$ cat config.mk
export PLATFORM = sky130hd
export DESIGN_NAME = bitscan_sequencer
export DESIGN_NICKNAME = d
export VERILOG_FILES = /design/src/rtl/bitscan_sequencer.sv
export SDC_FILE = /design/constraint.sdc
export NUM_CORES = 1
export LEC_CHECK = 0
export CAP_MARGIN = 40
export CORE_ASPECT_RATIO = 0.75
export CORE_MARGIN = 4
export CORE_UTILIZATION = 40
export DETAILED_ROUTE_END_ITERATION = 10
export GPL_TIMING_DRIVEN = 0
export PLACE_DENSITY = 0.66
export SYNTH_ARGS = -nofsm -noshare
export SYNTH_HDL_FRONTEND = slang
export SYNTH_SLANG_ARGS = --single-unit
$ cat constraint.sdc
create_clock -name clk -period 6.4 [get_ports clk]
set_input_delay 1.28 -clock clk [delete_from_list [all_inputs] [get_ports clk]]
set_output_delay 1.28 -clock clk [all_outputs]
set_load 0.01 [all_outputs]
$ cat src/rtl/bitscan_sequencer.sv
// bitscan_sequencer: walks a 32-bit job mask and emits each set-bit index, lowest first, over valid/ready.
//
// Ports:
//   clk, rst           - clock, synchronous active-high reset
//   in_valid/in_ready  - job handshake; in_ready is high only in IDLE
//   in_mask, in_base   - job mask and scan start index (base used only with BITSCAN_ROTATE_EN)
//   abort              - terminate the current job, honoured only while scanning
//   out_valid/out_ready- index stream handshake
//   out_idx, out_last  - next set-bit index, and flag marking the final remaining bit
//   done               - one-cycle pulse at job end
//   count              - indices transferred in the last/current job
//   aborted            - last job ended via abort (held until the next accept)
//   busy               - sequencer not idle
//
// Optional feature macro: BITSCAN_ROTATE_EN enables a rotating start index for round-robin scans.
module bitscan_sequencer #(
    parameter int WIDTH = 32,
    parameter int IDXW  = 5
) (
    input  logic             clk,
    input  logic             rst,
    input  logic             in_valid,
    output logic             in_ready,
    input  logic [WIDTH-1:0] in_mask,
    input  logic [IDXW-1:0]  in_base,
    input  logic             abort,
    output logic             out_valid,
    input  logic             out_ready,
    output logic [IDXW-1:0]  out_idx,
    output logic             out_last,
    output logic             done,
    output logic [IDXW:0]    count,
    output logic             aborted,
    output logic             busy
);

    typedef enum logic [1:0] {IDLE, SCAN, DONE} state_t;

    state_t            state_q, state_d;
    logic [WIDTH-1:0]  pending_q, pending_d;
    logic [IDXW-1:0]   base_q, base_d;
    logic [IDXW:0]     count_q, count_d;
    logic              aborted_q, aborted_d;

    logic [WIDTH-1:0]  rot;
    logic [IDXW-1:0]   tz;
    logic [IDXW-1:0]   scan_idx;
    logic              scan_last;
    logic              accept;
    logic              xfer;

`ifdef BITSCAN_ROTATE_EN
    logic [2*WIDTH-1:0] rot_wide;
    assign rot_wide = {pending_q, pending_q} >> base_q;
    assign rot      = rot_wide[WIDTH-1:0];
    assign base_d   = accept ? in_base : base_q;
`else
    logic unused_base;
    assign unused_base = ^in_base;
    assign rot         = pending_q;
    assign base_d      = '0;
`endif

    // Lowest set bit wins: scanning downward leaves the smallest index in tz.
    always_comb begin
        tz = '0;
        for (int i = WIDTH - 1; i >= 0; i--)
            if (rot[i]) tz = IDXW'(i);
    end

    assign scan_idx  = tz + base_q;
    assign scan_last = (pending_q != '0) && ((pending_q & (pending_q - 1'b1)) == '0);
    assign accept    = (state_q == IDLE) && in_valid;
    assign xfer      = (state_q == SCAN) && out_ready;

    // State register
    always_ff @(posedge clk) begin
        if (rst) begin
            state_q   <= IDLE;
            pending_q <= '0;
            base_q    <= '0;
            count_q   <= '0;
            aborted_q <= 1'b0;
        end else begin
            state_q   <= state_d;
            pending_q <= pending_d;
            base_q    <= base_d;
            count_q   <= count_d;
            aborted_q <= aborted_d;
        end
    end

    // Next-state logic
    always_comb begin
        state_d = state_q;
        case (state_q)
            IDLE:    state_d = in_valid ? ((in_mask == '0) ? DONE : SCAN) : IDLE;
            SCAN:    state_d = (abort || (xfer && scan_last)) ? DONE : SCAN;
            default: state_d = IDLE;
        endcase
    end

    // Datapath register updates
    always_comb begin
        pending_d = accept ? in_mask : xfer ? (pending_q & ~(WIDTH'(1) << scan_idx)) : pending_q;
        count_d   = accept ? '0 : xfer ? count_q + 1'b1 : count_q;
        // An abort that coincides with the final transfer is a normal completion.
        aborted_d = accept ? 1'b0 :
                    ((state_q == SCAN) && abort) ? !(xfer && scan_last) : aborted_q;
    end

    // Outputs
    always_comb begin
        in_ready  = (state_q == IDLE);
        busy      = (state_q != IDLE);
        out_valid = (state_q == SCAN);
        done      = (state_q == DONE);
        out_idx   = (state_q == SCAN) ? scan_idx : '0;
        out_last  = (state_q == SCAN) ? scan_last : 1'b0;
        count     = count_q;
        aborted   = aborted_q;
    end

endmodule

==> flow_metrics.env <==
export IMPL_detailedPlacementHpwl_um=7150
export IMPL_global_route_wire_length_before_repair_um=14800
export IMPL_power_density_cell_area_mw_per_mm2=224
export IMPL_run_status="complete, no violations"
export IMPL_maximum_number_of_pins_on_one_net_before_global_route_repair=15
export IMPL_clock_transition_at_the_registers_of_the_reported_paths_ps=90
export IMPL_die_width_um=103
export IMPL_netlist_instances=348
export IMPL_cp_max_fo=8
export IMPL_synth_ff_type="sky130_fd_sc_hd__dfxtp_1"
export IMPL_fin_tns_setup_ps=0
export IMPL_cap_violations=0
export IMPL_placeable_area_mm2=0.00641
export IMPL_pre_cts_slack_ps=2310
export IMPL_crit_arrival_ps=3200
export IMPL_cts_tree="yes"
export IMPL_antenna_found_initial=0
export IMPL_max_slew_worst_pin_slew_ps=734
export IMPL_rows=25
export IMPL_first_global_vias=2804
export IMPL_layout_worst_path_cycle_share_pct=70.0
export IMPL_areaGrowthSynthToFinish_pct=26.4
export IMPL_layout_filler_cells=615
export IMPL_vias=3064
export IMPL_count_of_pins_over_their_slew_limit=0
export IMPL_drt_pass1_iterations=5
export IMPL_multi_input_area_mm2=0.00174
export IMPL_slew_limit_headroom_pct=51.0
export IMPL_drt_drc_violations_left=0
export IMPL_max_vdd_ir_drop_v=0.000115
export IMPL_clk_sink_count=41
export IMPL_grt_overflow_total=0
export IMPL_synth_seq_area_share_pct=30.4
export IMPL_synth_edff_count=0
export IMPL_total_leakage_power_uw=0.00114
export IMPL_post_cts_resize_count=0
export IMPL_seqCellArea_um2=821
export IMPL_synth_net_count=391
export IMPL_cts_root_buf="sky130_fd_sc_hd__clkbuf_8"
export IMPL_count_of_nets_after_finishing=450
export IMPL_antenna_violating_nets_post_route=0
export IMPL_criticalPathCategory="reg -> out"
export IMPL_synth_top_cell_area_share_pct=30.4
export IMPL_initial_core_util_pct=42.1
export IMPL_clock_path_buffers=2
export IMPL_setup_ws_ps=1920
export IMPL_worst_reg2reg_setup_slack_ps=3460
export IMPL_drt_total_wl_um=9330
export IMPL_timing_hold_worst_class="reg -> reg"
export IMPL_clkLatencyLatePin_ps=300
export IMPL_place_port_buffers=52
export IMPL_cp_end_kind="primary output"
export IMPL_diodes=0
export IMPL_synth_warn=0
export IMPL_wire_per_inst_um=19.1
export IMPL_drt_iter0_markers=311
export IMPL_postSynthAreaPerCell_um2=7.76
export IMPL_worst_ep_required_time_ps=5120
export IMPL_ys_async_sr_fraction_pct=0
export IMPL_grtUsageTotal_pct=23.4
export IMPL_dieArea_mm2=0.00815
export IMPL_die_height_um=79.2
export IMPL_timing_final_crit_period_ps=4480
export IMPL_rsz0062_at_grt="no"
export IMPL_cts_hold_buf=0
export IMPL_num_io_pins=59
export IMPL_vias_per_cell=6.27
export IMPL_post_synth_num_cell_types=61
export IMPL_clock_skew_ps=7.81
export IMPL_setup_violations=0
export IMPL_cts_buffers_inserted=5
export IMPL_final_hold_viol_count=0
export IMPL_cts_post_setup_buffers_inserted=0
export IMPL_ctsHtreeMaxLevel=2
export IMPL_netlist_area_mm2=0.00270
export IMPL_register_bit_count_reported_by_yosys=41
export IMPL_place_congestion=0.922
export IMPL_drive_gt1_share_pct=9.07
export IMPL_synth_top_area_cell="sky130_fd_sc_hd__dfxtp_1"
export IMPL_post_synth_main_area_contributors="sky130_fd_sc_hd__dfxtp_1, sky130_fd_sc_hd__a21oi_1, sky130_fd_sc_hd__nand2_1, sky130_fd_sc_hd__nor2_1, sky130_fd_sc_hd__o311ai_0"
export IMPL_achievable_frequency_mhz=223
export IMPL_setup_worst_path_start_class="register"
==> metrics by stage <==
stage	hold slack (ps)	power (uW)	cell area [um2]	utilization, %	instances
after floorplan	495	475	2700	-	348
after global placement	483	580	3320	51.8	481
after detailed placement	496	580	3320	51.8	481
after CTS	513	753	3410	53.2	489
after global routing	542	801	3410	53.2	489
final	515	763	3410	53.2	489
==> cell usage after synthesis, types with 4 or more instances <==
| library cell | instances |
|---|---|
| sky130_fd_sc_hd__o21ai_0 | 6 |
| sky130_fd_sc_hd__or3_1 | 4 |
| sky130_fd_sc_hd__nand2_1 | 42 |
| sky130_fd_sc_hd__or2_2 | 4 |
| sky130_fd_sc_hd__clkbuf_1 | 10 |
| sky130_fd_sc_hd__nand3_1 | 11 |
| sky130_fd_sc_hd__nor4_1 | 12 |
| sky130_fd_sc_hd__buf_4 | 4 |
| sky130_fd_sc_hd__nor2b_1 | 5 |
| sky130_fd_sc_hd__nor2_1 | 39 |
| sky130_fd_sc_hd__dfxtp_1 | 41 |
| sky130_fd_sc_hd__nor3_1 | 7 |
| sky130_fd_sc_hd__nand2b_1 | 8 |
| sky130_fd_sc_hd__inv_1 | 9 |
| sky130_fd_sc_hd__a21oi_1 | 33 |
| sky130_fd_sc_hd__a211oi_1 | 8 |
| sky130_fd_sc_hd__or4_1 | 5 |
| sky130_fd_sc_hd__o311ai_0 | 12 |
| sky130_fd_sc_hd__xor2_1 | 4 |
| sky130_fd_sc_hd__o31ai_1 | 5 |
| sky130_fd_sc_hd__o211ai_1 | 7 |
| sky130_fd_sc_hd__mux2i_1 | 5 |
| sky130_fd_sc_hd__a221oi_1 | 11 |
==> power breakdown <==
part / internal [uW] / switching, uW / total [uW]
sequential: 271 / 25.7 / 297
combinational: 116 / 171 / 288
clock: 77.5 / 101 / 178
total: 465 / 298 / 763
==> worst max-delay path, cell delays in order (launching register included) <==
cell and delay [ps]:
sky130_fd_sc_hd__dfxtp_1 310, sky130_fd_sc_hd__buf_4 170, sky130_fd_sc_hd__nor4_4 430, sky130_fd_sc_hd__nand4_2 310, sky130_fd_sc_hd__a2111oi_0 440, sky130_fd_sc_hd__a21oi_1 130
sky130_fd_sc_hd__or4_1 480, sky130_fd_sc_hd__nor2_1 90, sky130_fd_sc_hd__clkdlybuf4s50_1 530
==> logic make-up (layout without fill, tap and decap cells) <==
family / after synthesis / count (layout) / share of synthesized area (%)
flops: 41 / 41 / 30.4
compound gates: 111 / 111 / 29.3
xor+xnor: 5 / 5 / 1.62
fa+ha+maj: 1 / 1 / 0.463
mux: 5 / 5 / 1.85
simple gates: 157 / 157 / 31.1
buf+inv: 28 / 88 / 5.33
==> worst paths after layout <==
| kind | depth (start not counted) | end | startpoint |
|---|---|---|---|
| worst max-delay path | 8 | out_last | pending_q[5] |
| worst min-delay path | 2 | count[1] | count[1] |
| worst max register to register | 8 | aborted | pending_q[5] |
| worst min register to register | 2 | count[1] | count[1] |
==> layout make-up <==
| cell class | count | area share, % |
|---|---|---|
| multi-input cells | 279 | 50.9 |
| flip-flops and latches | 41 | 24.0 |
| repair buffers | 52 | 15.2 |
| plain buffers | 18 | 3.12 |
| well taps | 81 | 2.97 |
| clock buffers | 5 | 2.02 |
| inverters | 10 | 1.10 |
| clock inverters | 3 | 0.623 |
==> flip-flops by register name, indices dropped and copies added, names as in the netlist <==
register   count
aborted        1
state_q        2
count          6
pending_q     32
==> layout by cell type (no fill, tap or decap), types with 4 or more instances in the layout <==
master                             n
sky130_fd_sc_hd__o31ai_1           5
sky130_fd_sc_hd__nand2b_1          8
sky130_fd_sc_hd__nor4_1           12
sky130_fd_sc_hd__a21oi_1          33
sky130_fd_sc_hd__nor3_1            7
sky130_fd_sc_hd__clkbuf_8          5
sky130_fd_sc_hd__nand2_1          42
sky130_fd_sc_hd__buf_4             4
sky130_fd_sc_hd__o21ai_0           6
sky130_fd_sc_hd__or3_1             4
sky130_fd_sc_hd__dfxtp_1          41
sky130_fd_sc_hd__o311ai_0         12
sky130_fd_sc_hd__o211ai_1          7
sky130_fd_sc_hd__a211oi_1          8
sky130_fd_sc_hd__a221oi_1         11
sky130_fd_sc_hd__mux2i_1           5
sky130_fd_sc_hd__xor2_1            4
sky130_fd_sc_hd__clkdlybuf4s50_1  52
sky130_fd_sc_hd__or4_1             5
sky130_fd_sc_hd__nor2_1           39
sky130_fd_sc_hd__nor2b_1           5
sky130_fd_sc_hd__or2_2             4
sky130_fd_sc_hd__inv_1             9
sky130_fd_sc_hd__clkbuf_1         10
sky130_fd_sc_hd__nand3_1          11
==> metal layers <==
metal | track usage, % | vias to the layer above | wire (um)
li1 | - | 1460 | -
met1 | 36.9 | 1428 | 4470
met2 | 31.3 | 156 | 3860
met3 | 4.30 | 20 | 825
met4 | 7.24 | 0 | 180
met5 | 0 | - | 0
Note: power is estimated with default switching activity, not from simulation.
